### src/rtl/bitwise_pkg.sv
// Shared op encoding for the pipelined bitwise unit.
//   bw_op_t : 3-bit op code
//   OP_*    : op code values (NOT, AND, OR, XOR, NAND, NOR, XNOR, PASS)
package bitwise_pkg;

  localparam int unsigned OP_W = 3;

  typedef logic [OP_W-1:0] bw_op_t;

  localparam bw_op_t OP_NOT  = 3'b000;
  localparam bw_op_t OP_AND  = 3'b001;
  localparam bw_op_t OP_OR   = 3'b010;
  localparam bw_op_t OP_XOR  = 3'b011;
  localparam bw_op_t OP_NAND = 3'b100;
  localparam bw_op_t OP_NOR  = 3'b101;
  localparam bw_op_t OP_XNOR = 3'b110;
  localparam bw_op_t OP_PASS = 3'b111;

endpackage

### src/rtl/bitwise_unit_pipe_if.sv
// Operand/result bus of the pipelined bitwise unit.
//   master : operand source / result consumer side
//   slave  : bitwise_unit_pipe side
//   in_*   : operand beat (valid/ready), acc_clr : accumulator clear
//   out_*  : registered result beat (valid/ready) with zero/parity flags, acc : accumulator
interface bitwise_unit_pipe_if #(
  parameter int unsigned WIDTH = 16
);
  import bitwise_pkg::*;

  logic             in_valid;
  logic             in_ready;
  bw_op_t           in_op;
  logic             in_b_sel;
  logic [WIDTH-1:0] in_a;
  logic [WIDTH-1:0] in_b;
  logic             acc_clr;
  logic             out_valid;
  logic             out_ready;
  logic [WIDTH-1:0] out_data;
  logic             out_zero;
  logic             out_parity;
  logic [WIDTH-1:0] acc;

  modport master (
    output in_valid, in_op, in_b_sel, in_a, in_b, acc_clr, out_ready,
    input  in_ready, out_valid, out_data, out_zero, out_parity, acc
  );

  modport slave (
    input  in_valid, in_op, in_b_sel, in_a, in_b, acc_clr, out_ready,
    output in_ready, out_valid, out_data, out_zero, out_parity, acc
  );

endinterface

### src/rtl/bitwise_core.sv
// Combinational bitwise function f(op, a, b) built from per-bit gate arrays.
//   i_op       : op code
//   i_a, i_b   : operands
//   o_result_c : combinational result
module bitwise_core
  import bitwise_pkg::*;
#(
  parameter int unsigned WIDTH = 16
) (
  input  bw_op_t           i_op,
  input  logic [WIDTH-1:0] i_a,
  input  logic [WIDTH-1:0] i_b,
  output logic [WIDTH-1:0] o_result_c
);

  logic [WIDTH-1:0] w_not;
  logic [WIDTH-1:0] w_and;
  logic [WIDTH-1:0] w_or;
  logic [WIDTH-1:0] w_xor;

  // One gate of each kind per bit; inverted variants are derived below.
  for (genvar i = 0; i < int'(WIDTH); i++) begin : g_bit
    assign w_not[i] = ~i_a[i];
    assign w_and[i] = i_a[i] & i_b[i];
    assign w_or[i]  = i_a[i] | i_b[i];
    assign w_xor[i] = i_a[i] ^ i_b[i];
  end

  // Op select.
  always_comb begin
    o_result_c = i_a;
    case (i_op)
      OP_NOT:  o_result_c = w_not;
      OP_AND:  o_result_c = w_and;
      OP_OR:   o_result_c = w_or;
      OP_XOR:  o_result_c = w_xor;
      OP_NAND: o_result_c = ~w_and;
      OP_NOR:  o_result_c = ~w_or;
      OP_XNOR: o_result_c = ~w_xor;
      OP_PASS: o_result_c = i_a;
      default: o_result_c = i_a;
    endcase
  end

endmodule

### src/rtl/bitwise_unit_pipe.sv
// One-stage pipelined bitwise logic unit with chaining accumulator.
//   i_clk  : rising-edge clock
//   i_rst  : asynchronous active-high reset
//   bus    : slave side of bitwise_unit_pipe_if (operand beat in, result beat out,
//            acc_clr, accumulator and result flags)
module bitwise_unit_pipe
  import bitwise_pkg::*;
#(
  parameter int unsigned      WIDTH    = 16,
  parameter logic [WIDTH-1:0] ACC_INIT = '0
) (
  input logic                 i_clk,
  input logic                 i_rst,
  bitwise_unit_pipe_if.slave  bus
);

  bw_op_t           w_op;
  logic [WIDTH-1:0] w_b_eff;
  logic [WIDTH-1:0] w_result;
  logic             w_in_ready;
  logic             w_accept;

  logic             r_out_valid;
  logic [WIDTH-1:0] r_out_data;
  logic             r_out_zero;
  logic             r_out_parity;
  logic [WIDTH-1:0] r_acc;

  logic             w_out_valid_nxt;
  logic [WIDTH-1:0] w_out_data_nxt;
  logic             w_out_zero_nxt;
  logic             w_out_parity_nxt;
  logic [WIDTH-1:0] w_acc_nxt;

  assign w_op = bus.in_op;

  // b operand uses the pre-edge accumulator so chained beats see the previous result.
  assign w_b_eff    = bus.in_b_sel ? r_acc : bus.in_b;
  assign w_in_ready = !r_out_valid || bus.out_ready;
  assign w_accept   = bus.in_valid && w_in_ready;

  bitwise_core #(
    .WIDTH (WIDTH)
  ) u_core (
    .i_op       (w_op),
    .i_a        (bus.in_a),
    .i_b        (w_b_eff),
    .o_result_c (w_result)
  );

  // Next-state for output register, flags and accumulator.
  always_comb begin
    w_out_valid_nxt  = r_out_valid;
    w_out_data_nxt   = r_out_data;
    w_out_zero_nxt   = r_out_zero;
    w_out_parity_nxt = r_out_parity;
    w_acc_nxt        = r_acc;

    if (w_accept) begin
      w_out_valid_nxt  = 1'b1;
      w_out_data_nxt   = w_result;
      w_out_zero_nxt   = (w_result == '0);
      w_out_parity_nxt = ^w_result;
    end else if (bus.out_ready) begin
      w_out_valid_nxt  = 1'b0;
    end

    // Clear wins; a same-cycle beat has already computed with the pre-clear value.
    if (bus.acc_clr) begin
      w_acc_nxt = ACC_INIT;
    end else if (w_accept) begin
      w_acc_nxt = w_result;
    end
  end

  // State registers.
  always_ff @(posedge i_clk or posedge i_rst) begin
    if (i_rst) begin
      r_out_valid  <= 1'b0;
      r_out_data   <= '0;
      r_out_zero   <= 1'b1;
      r_out_parity <= 1'b0;
      r_acc        <= ACC_INIT;
    end else begin
      r_out_valid  <= w_out_valid_nxt;
      r_out_data   <= w_out_data_nxt;
      r_out_zero   <= w_out_zero_nxt;
      r_out_parity <= w_out_parity_nxt;
      r_acc        <= w_acc_nxt;
    end
  end

  assign bus.in_ready   = w_in_ready;
  assign bus.out_valid  = r_out_valid;
  assign bus.out_data   = r_out_data;
  assign bus.out_zero   = r_out_zero;
  assign bus.out_parity = r_out_parity;
  assign bus.acc        = r_acc;

endmodule

### src/flat_wrapper.sv
// flat-port wrapper written by rule: the top's interface ports become plain ports
module bitwise_unit_pipe_flat import bitwise_pkg::*;
#(
  parameter int unsigned      WIDTH    = 16,
  parameter logic [WIDTH-1:0] ACC_INIT = '0
)
  (i_clk, i_rst, bus_in_valid, bus_in_op, bus_in_b_sel, bus_in_a, bus_in_b, bus_acc_clr, bus_out_ready, bus_in_ready, bus_out_valid, bus_out_data, bus_out_zero, bus_out_parity, bus_acc);
  bitwise_unit_pipe_if #(.WIDTH(WIDTH)) bus_i ();
  input logic i_clk;
  input logic i_rst;
  input wire logic [$bits(bus_i.in_valid)-1:0] bus_in_valid;
  input wire logic [$bits(bus_i.in_op)-1:0] bus_in_op;
  input wire logic [$bits(bus_i.in_b_sel)-1:0] bus_in_b_sel;
  input wire logic [$bits(bus_i.in_a)-1:0] bus_in_a;
  input wire logic [$bits(bus_i.in_b)-1:0] bus_in_b;
  input wire logic [$bits(bus_i.acc_clr)-1:0] bus_acc_clr;
  input wire logic [$bits(bus_i.out_ready)-1:0] bus_out_ready;
  output wire logic [$bits(bus_i.in_ready)-1:0] bus_in_ready;
  output wire logic [$bits(bus_i.out_valid)-1:0] bus_out_valid;
  output wire logic [$bits(bus_i.out_data)-1:0] bus_out_data;
  output wire logic [$bits(bus_i.out_zero)-1:0] bus_out_zero;
  output wire logic [$bits(bus_i.out_parity)-1:0] bus_out_parity;
  output wire logic [$bits(bus_i.acc)-1:0] bus_acc;
  assign bus_i.in_valid = bus_in_valid;
  assign bus_i.in_op = bus_in_op;
  assign bus_i.in_b_sel = bus_in_b_sel;
  assign bus_i.in_a = bus_in_a;
  assign bus_i.in_b = bus_in_b;
  assign bus_i.acc_clr = bus_acc_clr;
  assign bus_i.out_ready = bus_out_ready;
  assign bus_in_ready = bus_i.in_ready;
  assign bus_out_valid = bus_i.out_valid;
  assign bus_out_data = bus_i.out_data;
  assign bus_out_zero = bus_i.out_zero;
  assign bus_out_parity = bus_i.out_parity;
  assign bus_acc = bus_i.acc;
  bitwise_unit_pipe #(.WIDTH(WIDTH), .ACC_INIT(ACC_INIT)) u_core (.i_clk(i_clk), .i_rst(i_rst), .bus(bus_i));
endmodule
### config.mk
export PLATFORM = sky130hd
export DESIGN_NAME = bitwise_unit_pipe_flat
export DESIGN_NICKNAME = d
export VERILOG_FILES = /design/src/rtl/bitwise_pkg.sv /design/src/rtl/bitwise_unit_pipe_if.sv /design/src/rtl/bitwise_core.sv /design/src/rtl/bitwise_unit_pipe.sv /design/src/flat_wrapper.sv
export SDC_FILE = /design/constraint.sdc
export NUM_CORES = 1
export LEC_CHECK = 0
export ABC_CLOCK_PERIOD_IN_PS = 3000
export CORE_ASPECT_RATIO = 0.75
export CORE_MARGIN = 2
export CORE_UTILIZATION = 52
export DETAILED_ROUTE_END_ITERATION = 8
export GPL_TIMING_DRIVEN = 1
export PLACE_DENSITY = 0.82
export SLEW_MARGIN = 25
export SYNTH_ARGS = -nofsm -noshare
export SYNTH_HDL_FRONTEND = slang
export SYNTH_HIERARCHICAL = 1
export SYNTH_SLANG_ARGS = --single-unit
### constraint.sdc
create_clock -name i_clk -period 3 [get_ports i_clk]
set_input_delay 0.3 -clock i_clk [delete_from_list [all_inputs] [get_ports i_clk]]
set_output_delay 0.3 -clock i_clk [all_outputs]
set_load 0.01 [all_outputs]
==> flow_summary.ini, run 1 <==
[run_status]
status = completed

[power]
vdd_drop_max_mv = 0.304
p_leak_nw = 2.20
power_density_nw_per_um2 = 397
p_total_mw = 1.86

[clock_tree]
clk_latency_ps = 290
cts-root-buf = clkbuf_8
cts_sinks = 35
cts.clk_slew.worst_paths_ps = 70
holdBufCountCts = 0
cts_tree = done
clockBufferDepth = 2
numCtsBuffers = 5
cts_max_level = 2

[global_routing]
grt_usage = 0.277
grt_max_degree = 37
grt_antenna_before_repair = 0
grt_pass1_vias = 3425
overflow = 0
grt_pass1_wl_um = 16300

[layout]
insertedDiodeCount = 0
area_delta_synth_final_pct = 32.9
fill_cells = 487
final_util = 0.729
drive_gt1_frac = 0.210
nets = 605

[synth]
synth_top_family_by_area = compound AO/OA/AOI/OAI gates
synthXorXnorAreaFrac = 0.0174
synth.area.mux_share = 0.0782
synth.area.top_cells = dfrtp_1, ha_1, nand2_1
synth_common_cells = nand2_1, inv_1, ha_1, dfrtp_1, nor2_1
synthCells = 427
ys_ff_latch = 35
synth_warnings = 6
synth_edf_count = 0
ys_seq_area_frac = 0.249
postSynthAreaPerCell_sq_um = 8.24
synth_most_common_cell = nand2_1
synthAdderAreaFrac = 0.142
syn-num-nets = 508
ys_types = 57
synth_top_area_frac = 0.242
synth_largest_area_cell = dfrtp_1
synth_ff_type = dfrtp_1
synth_area_sq_um = 3520
yosys.area_share.simple = 0.163
synthArstFlopShare = 1.00
synth-compound-area-share = 0.228

[min_path]
hold_path_class = input port to asynchronous set/reset pin

[worst_setup_path]
r2r_end = u_core/bus.out_parity$_DFFE_PP0P_
crit_path_end_kind = flop
cp-start-kind = input port
timing.setup.critical_path_class = input port to flop
reg2reg_from = u_core/bus.acc[10]$_DFFE_PP0P_
crit_required_ps = 3140
cp.arrival_ps = 3010
worst-path-max-fanout = 8
regToRegSetupSlack_ps = 180
r2r_cells = 13

[route]
drt_iter0_markers = 304
final_antenna_net_count = 0
route.met2.wl_um = 4820
first_pass_iters = 5
wl_per_cell_um = 16.5
wl_met3_um = 588
vias = 3477
routed_wl_um = 9970
wl_met1_um = 4380
drc_errors = 0
via_per_inst = 5.75
dr.max_layer_used = met4

[floorplanning]
die_h_um = 75.2
rows = 25
core_area_sq_um = 6410
start_util = 0.549
dieArea_sq_um = 7450
die_w_um = 99.0
ioPinCount = 77

[timing]
finalSetupViolations = 0
period_needed_ps = 2870
relSlewSlack = 0.409
rsz0062_at_grt = no
fin_worst_skew_ps = 2.46
fmax_ghz = 0.349
slew_viol_final = 0
worst_slew_pin_slew_ps = 884
hold_viol_final = 0
fin_crit_sh = 0.955

[placed_design]
place.gp.congestion = 0.860
dpl.hpwl_um = 7420
port_buffers = 76

[job]
max-cap-violations = 0
-- layout make-up --
cell class / instances / area (sq um) / area share
clock inverter: 1 / 5.00 / 0.00107
clock buffer: 6 / 82.6 / 0.0177
tap: 81 / 101 / 0.0217
sequential: 35 / 877 / 0.188
multi-input combinational: 304 / 2270 / 0.485
timing repair buffer: 118 / 1120 / 0.239
inverter: 60 / 225 / 0.0482
-- metal layers --
layer  global-route usage  vias up
met5                    0        -
met4               0.0928        0
met3               0.0511       20
met2                0.478      147
met1                0.358     1646
li1                     -     1664
-- cell usage in the layout, fill, tap and decap left out, types with 2 or more instances in the layout --
| cell type | count |
|---|---|
| clkdlybuf4s50_1 | 74 |
| a21oi_1 | 23 |
| mux2_2 | 16 |
| o21ai_0 | 8 |
| a31oi_1 | 4 |
| or3_1 | 3 |
| a211oi_2 | 2 |
| mux4_2 | 2 |
| mux2i_1 | 5 |
| o221ai_1 | 8 |
| o2111ai_1 | 3 |
| nand4_1 | 2 |
| o221a_1 | 7 |
| dfrtp_1 | 34 |
| a21oi_2 | 10 |
| nand2b_1 | 3 |
| nand2_2 | 11 |
| a31oi_2 | 3 |
| o211ai_1 | 10 |
| ha_1 | 38 |
| xnor2_1 | 6 |
| inv_1 | 57 |
| clkbuf_8 | 6 |
| o22a_1 | 7 |
| nor2_1 | 27 |
| inv_2 | 2 |
| o21ai_1 | 7 |
| buf_12 | 2 |
| nor2b_1 | 2 |
| o221a_2 | 3 |
| buf_4 | 39 |
| nand2_1 | 68 |
-- worst max-delay path: stages --
cell and delay, ps:
clkbuf_2 140, bufbuf_16 290, mux2_2 360, inv_1 70
ha_1 210, o21ai_0 110, o221a_2 260, o21ai_1 260
inv_1 100, ha_1 320, xnor2_1 190, xnor2_1 160
xnor2_1 140, o21ai_0 90
-- power breakdown --
part,switching (mW),internal (mW)
logic,0.438,0.484
clock network,0.171,0.180
registers,0.0466,0.535
total,0.656,1.20
-- sequential cells by signal, summed over array words and instances, names as in the netlist --
register               flops
u_core/bus.acc            16
u_core/bus.out_zero        1
u_core/bus.out_valid       1
u_core/bus.out_parity      1
u_core/bus.out_data       16
-- worst max path at each step --
stage,depth (start not counted),end,startpoint,slack (ps)
after floorplan,13,u_core/bus.out_parity$_DFFE_PP0P_,bus_in_b_sel,90
after CTS,16,u_core/bus.out_parity$_DFFE_PP0P_,bus_in_b_sel,20
after global routing,14,u_core/bus.out_parity$_DFFE_PP0P_,bus_in_b[2],10
after detailed placement,15,u_core/bus.out_parity$_DFFE_PP0P_,bus_in_b_sel,-490
final,14,u_core/bus.out_parity$_DFFE_PP0P_,bus_in_b_sel,130
after global placement,15,u_core/bus.out_parity$_DFFE_PP0P_,bus_in_b_sel,-370
-- stage by stage --
| stage | setup TNS [ps] | area [sq um] | instances | hold slack (ps) | setup WS [ps] |
|---|---|---|---|---|---|
| 6_report | 0 | 4670 | 605 | 414 | 134 |
| 5_1_grt | 0 | 4670 | 605 | 458 | 10.1 |
| 4_1_cts | 0 | 4650 | 604 | 426 | 18.8 |
| 3_5_place_dp | -507 | 4500 | 596 | 466 | -492 |
| 3_3_place_gp | -374 | 4500 | 596 | 463 | -374 |
| 2_1_floorplan | 0 | 3520 | 427 | 403 | 93.7 |
-- cells by family (layout without fill, tap and decap cells) --
kind of cell	count (synthesis)	in the layout
flops	35	35
buf+inv	88	185
simple gates	126	126
xor+xnor	7	7
mux	23	23
compound gates	108	108
fa+ha+maj	40	40
-- timing repair --
action / CTS / global route
buffers inserted: 0 / 1
pin swaps: 1 / 3
setup endpoints to repair: 1 / 1
gates cloned: 1 / 0
resized for setup: 7 / 7
(Power assumes the default switching activity.)
==> run 2, diff against run 1 <==
--- a/config.mk
+++ b/config.mk
@@ -5,15 +5,17 @@
 export SDC_FILE = /design/constraint.sdc
 export NUM_CORES = 1
 export LEC_CHECK = 0
-export ABC_CLOCK_PERIOD_IN_PS = 3000
+export ABC_CLOCK_PERIOD_IN_PS = 3500
+export CAP_MARGIN = 25
 export CORE_ASPECT_RATIO = 0.75
 export CORE_MARGIN = 2
-export CORE_UTILIZATION = 52
+export CORE_UTILIZATION = 56
 export DETAILED_ROUTE_END_ITERATION = 8
 export GPL_TIMING_DRIVEN = 1
-export PLACE_DENSITY = 0.82
+export PLACE_DENSITY = 0.87
 export SLEW_MARGIN = 25
 export SYNTH_ARGS = -nofsm -noshare
 export SYNTH_HDL_FRONTEND = slang
 export SYNTH_HIERARCHICAL = 1
 export SYNTH_SLANG_ARGS = --single-unit
+export TNS_END_PERCENT = 1
==> constraint.sdc (replaced) <==
create_clock -name i_clk -period 3.5 [get_ports i_clk]
set_input_delay 0.35 -clock i_clk [delete_from_list [all_inputs] [get_ports i_clk]]
set_output_delay 0.35 -clock i_clk [all_outputs]
set_load 0.01 [all_outputs]
==> run 2 against run 1 <==
Via count is the same. Final cell count shrank 4.5%. Combinational power shrank 21%. Die area shrank 6.8%. Sequential power shrank 15%. Sequential cell count is the same. Critical endpoint unchanged. Largest power group unchanged.
==> flow_summary.ini, run 2 (same netlist as run 1, synthesis figures left out) <==
[run_status]
status = completed

[floorplanning]
ioPinCount = 77
start_util = 0.592
rows = 24
dieArea_sq_um = 6940
die_w_um = 95.5
die_h_um = 72.6
core_area_sq_um = 5950

[worst_setup_path]
cp.arrival_ps = 3510
crit_required_ps = 3640
crit_path_end_kind = flop
path_common_cell = xnor2_1
path_cells = clkdlybuf4s50_1 > buf_12 > mux2_2 > inv_1 > ha_1 > a211oi_2 > o21ai_1 > a222oi_1 > inv_1 > ha_1 > xnor2_1 > xnor2_1 > xnor2_1 > o21ai_0
timing.setup.critical_path_class = input port to flop
regToRegSetupSlack_ps = 500
cp-start-kind = input port
crit_slowest_cell = clkdlybuf4s50_1
slowest_delay_ps = 500
worst-path-max-fanout = 16

[timing]
worst_slew_pin_slew_ps = 829
timing.final.ws_setup_ps = 127
fin_crit_sh = 0.964
hold_viol_final = 0
finalSetupViolations = 0
fmax_ghz = 0.296
fin_worst_skew_ps = 4.67
period_needed_ps = 3370
tns_ps = 0
rsz0062_at_grt = no
slew_viol_final = 0
fin_hold_ws_ps = 477
relSlewSlack = 0.446

[layout]
layout_common_cells = clkdlybuf4s50_1, nand2_1, inv_1
drive_gt1_frac = 0.156
nets = 581
fill_cells = 436
area_delta_synth_final_pct = 25.1
finalInstanceArea_sq_um = 4400
final_common_cell = clkdlybuf4s50_1
insertedDiodeCount = 0
final_util = 0.740

[route]
wl_per_cell_um = 16.7
first_pass_iters = 5
routed_wl_um = 9680
drc_errors = 0
drt_iter0_markers = 264
vias = 3477
via_per_inst = 6.02
final_antenna_net_count = 0

[placed_design]
placed_cell_area_sq_um = 4310
dp_slack_ps = -83.9
port_buffers = 76
dpl.hpwl_um = 7220
place.gp.congestion = 0.883

[power]
power_density_nw_per_um2 = 345
p_leak_nw = 2.05
vdd_drop_max_mv = 0.251

[min_path]
hold_path_class = input port to asynchronous set/reset pin

[global_routing]
grt_pass1_wl_um = 15400
grt_antenna_before_repair = 0
grt_pass1_vias = 3353
overflow = 0
grt_max_degree = 39
grt_usage = 0.282

[clock_tree]
cts_tree = done
post_cts_resized = 0
holdBufCountCts = 0
clk_latency_ps = 280
cts_setup_buffers = 0
clockBufferDepth = 2
cts-root-buf = clkbuf_8
cts_max_level = 2
cts_sinks = 35
cts.clk_slew.worst_paths_ps = 70
numCtsBuffers = 5

[job]
max-cap-violations = 0
## run 2: cell types whose count changed in the layout (fill, tap and decap cells not counted), moves of 2 or more
cell	before	now
a31oi_1	4	8
a31oi_2	3	0
buf_4	39	17
ha_1	38	40
o21ai_0	8	11
o21ai_1	7	4
## run 2: layout make-up
class / count / area, sq um / share of cell area
well taps: 78 / 97.6 / 0.0222
inverters: 60 / 225 / 0.0512
repair buffers: 94 / 903 / 0.205
clock buffers: 6 / 82.6 / 0.0188
clock inverters: 1 / 5.00 / 0.00114
flip-flops and latches: 35 / 877 / 0.199
multi-input cells: 304 / 2210 / 0.502
## run 2: metrics by stage
stage / std cells / power (mW)
final: 578 / 1.52
after global routing: 578 / 1.61
after CTS: 578 / 1.51
after detailed placement: 571 / 1.22
after global placement: 571 / 1.18
after floorplan: 427 / 0.942
## run 2: path summary, 6_finish.rpt
kind                                                       to  cells past startpoint                                from
max                         u_core/bus.out_parity$_DFFE_PP0P_                     14                        bus_in_b_sel
min                        u_core/bus.out_data[9]$_DFFE_PP0P_                      3                               i_rst
max reg2reg                 u_core/bus.out_parity$_DFFE_PP0P_                     12       u_core/bus.acc[2]$_DFFE_PP0P_
min reg2reg                u_core/bus.out_data[3]$_DFFE_PP0P_                      2  u_core/bus.out_data[3]$_DFFE_PP0P_
max in group asynchronous     u_core/bus.out_zero$_DFFE_PP1P_                      3                               i_rst
min in group i_clk         u_core/bus.out_data[3]$_DFFE_PP0P_                      2  u_core/bus.out_data[3]$_DFFE_PP0P_
## run 2: routing by layer
layer | part of all wire | GRT usage | vias up
met5 | 0 | 0 | -
met2 | 0.47 | 0.456 | 205
li1 | - | - | 1609
met1 | 0.42 | 0.374 | 1634
met3 | 0.090 | 0.0579 | 29
met4 | 0.025 | 0.108 | 0
## run 2: worst max-delay path: cells and delay by family
| kind | cells | cell delay, ps |
|---|---|---|
| compound gates | 4 | 860 |
| buf+inv | 4 | 830 |
| fa+ha+maj | 2 | 590 |
| xor+xnor | 3 | 510 |
| mux | 1 | 360 |
## run 2: where the power goes
part           internal (mW)  switching (mW)
registers              0.459          0.0377
clock network          0.154           0.141
logic                  0.366           0.362
total                  0.979           0.540
==> run 3, diff against run 2 <==
--- a/config.mk
+++ b/config.mk
@@ -10,9 +10,12 @@
 export CORE_ASPECT_RATIO = 0.75
 export CORE_MARGIN = 2
 export CORE_UTILIZATION = 56
+export CTS_CLUSTER_DIAMETER = 50
 export DETAILED_ROUTE_END_ITERATION = 8
+export GPL_ROUTABILITY_DRIVEN = 0
 export GPL_TIMING_DRIVEN = 1
 export PLACE_DENSITY = 0.87
+export REMOVE_ABC_BUFFERS = 1
 export SLEW_MARGIN = 25
 export SYNTH_ARGS = -nofsm -noshare
 export SYNTH_HDL_FRONTEND = slang
==> run 3 against run 2 <==
Critical path depth fell by 2. Sequential cell count did not move. Sequential power barely moved. Fmax rose by 1.0%. Largest cell class unchanged.
==> flow_summary.ini, run 3 (same netlist as run 1, synthesis figures left out) <==
[timing]
worst_slew_pin_slew_ps = 842
relSlewSlack = 0.437
slew_viol_final = 0
fin_crit_sh = 0.954
timing.final.ws_setup_ps = 162
finalSetupViolations = 0
tns_ps = 0
period_needed_ps = 3340
rsz0062_at_grt = no
fmax_ghz = 0.300
hold_viol_final = 0
fin_worst_skew_ps = 4.77

[layout]
final_common_cell = clkdlybuf4s50_1
area_delta_synth_final_pct = 27.6
nets = 589
insertedDiodeCount = 0
drive_gt1_frac = 0.177
layout.cells.non_filler = 587
final_util = 0.755
layout_common_cells = clkdlybuf4s50_1, nand2_1, inv_1
fill_cells = 416

[worst_setup_path]
path_cells = clkdlybuf4s50_1 > mux2_2 > inv_1 > ha_1 > mux4_2 > a21oi_1 > inv_1 > ha_1 > xnor2_1 > xnor2_1 > xnor2_1 > o21ai_0
path_buf_inv = 3
cp.arrival_ps = 3470
crit_path_end_kind = flop
cpLargestDelayFamily = multiplexers
cp-start-kind = input port
worst-path-max-fanout = 4
slowest_delay_ps = 580
timing.setup.critical_path_class = input port to flop
crit_required_ps = 3640
crit_slowest_cell = clkdlybuf4s50_1
path_common_cell = xnor2_1

[global_routing]
grt_usage = 0.279
grt_pass1_wl_um = 15400
grt_antenna_before_repair = 0
grt_pass1_vias = 3293
overflow = 0
grt_max_degree = 37

[floorplanning]
core_area_sq_um = 5950
die_w_um = 95.5
dieArea_sq_um = 6940
die_h_um = 72.6
start_util = 0.592
ioPinCount = 77
rows = 24

[route]
drt_iter0_markers = 220
vias = 3465
routed_wl_um = 9520
first_pass_iters = 5
final_antenna_net_count = 0
via_per_inst = 5.90
wl_per_cell_um = 16.2
drc_errors = 0

[power]
power_density_nw_per_um2 = 346
p_leak_nw = 2.09
p_total_mw = 1.55
vdd_drop_max_mv = 0.261

[clock_tree]
cts_max_level = 2
clk_latency_ps = 280
cts.clk_slew.worst_paths_ps = 70
numCtsBuffers = 5
cts_tree = done
cts_setup_buffers = 0
cts_sinks = 35
cts-root-buf = clkbuf_8
clockBufferDepth = 2

[placed_design]
dpl.cell_count = 579
port_buffers = 76
dp_slack_ps = -96.7
dpl.hpwl_um = 7220

[min_path]
hold_path_class = input port to asynchronous set/reset pin

[run_status]
status = completed

[job]
max-cap-violations = 0
## run 3: cell count changes in the layout (fill, tap and decap cells not counted), sizes merged
cell,previous run,this run
clkinv,2,1
clkinvlp,0,1
clkbuf,6,7
buf,19,27
## run 3: layout make-up
cell class / instances / area, sq um / area share
Timing Repair Buffer: 102 / 955 / 0.213
Clock buffer: 7 / 96.3 / 0.0215
Multi-Input combinational cell: 304 / 2230 / 0.497
Sequential cell: 35 / 877 / 0.195
Clock inverter: 1 / 7.51 / 0.00167
Tap cell: 78 / 97.6 / 0.0217
Inverter: 60 / 225 / 0.0502
## run 3: metal layers
metal | GRT usage | vias up | part of all wire
li1 | - | 1626 | -
met1 | 0.387 | 1644 | 0.43
met2 | 0.457 | 170 | 0.46
met3 | 0.0455 | 25 | 0.088
met4 | 0.0714 | 0 | 0.022
met5 | 0 | - | 0
## run 3: power breakdown
| group | leakage [nW] | switching, mW | internal [mW] |
|---|---|---|---|
| Sequential | 0.447 | 0.0396 | 0.459 |
| Clock | 0.0505 | 0.146 | 0.179 |
| Combinational | 1.59 | 0.356 | 0.374 |
## run 3: timing repair
action,CTS,global route
hold buffers,0,0
gates resized for setup,0,6
setup endpoints to repair,0,1
## run 3: through the flow
| stage | hold WS (ps) | area [sq um] |
|---|---|---|
| after floorplan | 406 | 3310 |
| after global placement | 464 | 4360 |
| after detailed placement | 462 | 4360 |
| after CTS | 482 | 4470 |
| after global routing | 502 | 4490 |
| final | 468 | 4490 |
## run 3: worst paths after layout
path,cells past startpoint,slack (ps),end,startpoint
min,3,470,u_core/bus.out_data[9]$_DFFE_PP0P_,i_rst
max,12,160,u_core/bus.out_parity$_DFFE_PP0P_,bus_in_b_sel
max in group asynchronous,3,2690,u_core/bus.out_zero$_DFFE_PP1P_,i_rst
min reg2reg,2,480,u_core/bus.out_zero$_DFFE_PP1P_,u_core/bus.out_zero$_DFFE_PP1P_
max reg2reg,11,500,u_core/bus.out_parity$_DFFE_PP0P_,u_core/bus.acc[6]$_DFFE_PP0P_
min in group i_clk,2,480,u_core/bus.out_zero$_DFFE_PP1P_,u_core/bus.out_zero$_DFFE_PP1P_
## run 3: worst reg2reg max path, stage by stage (launching register included)
cell and delay [ps]:
dfrtp_1 400, mux2_2 310, inv_1 60, ha_1 230, mux4_2 460, a21oi_1 320, inv_1 100, ha_1 320
xnor2_1 250, xnor2_1 180, xnor2_1 130, o21ai_0 80
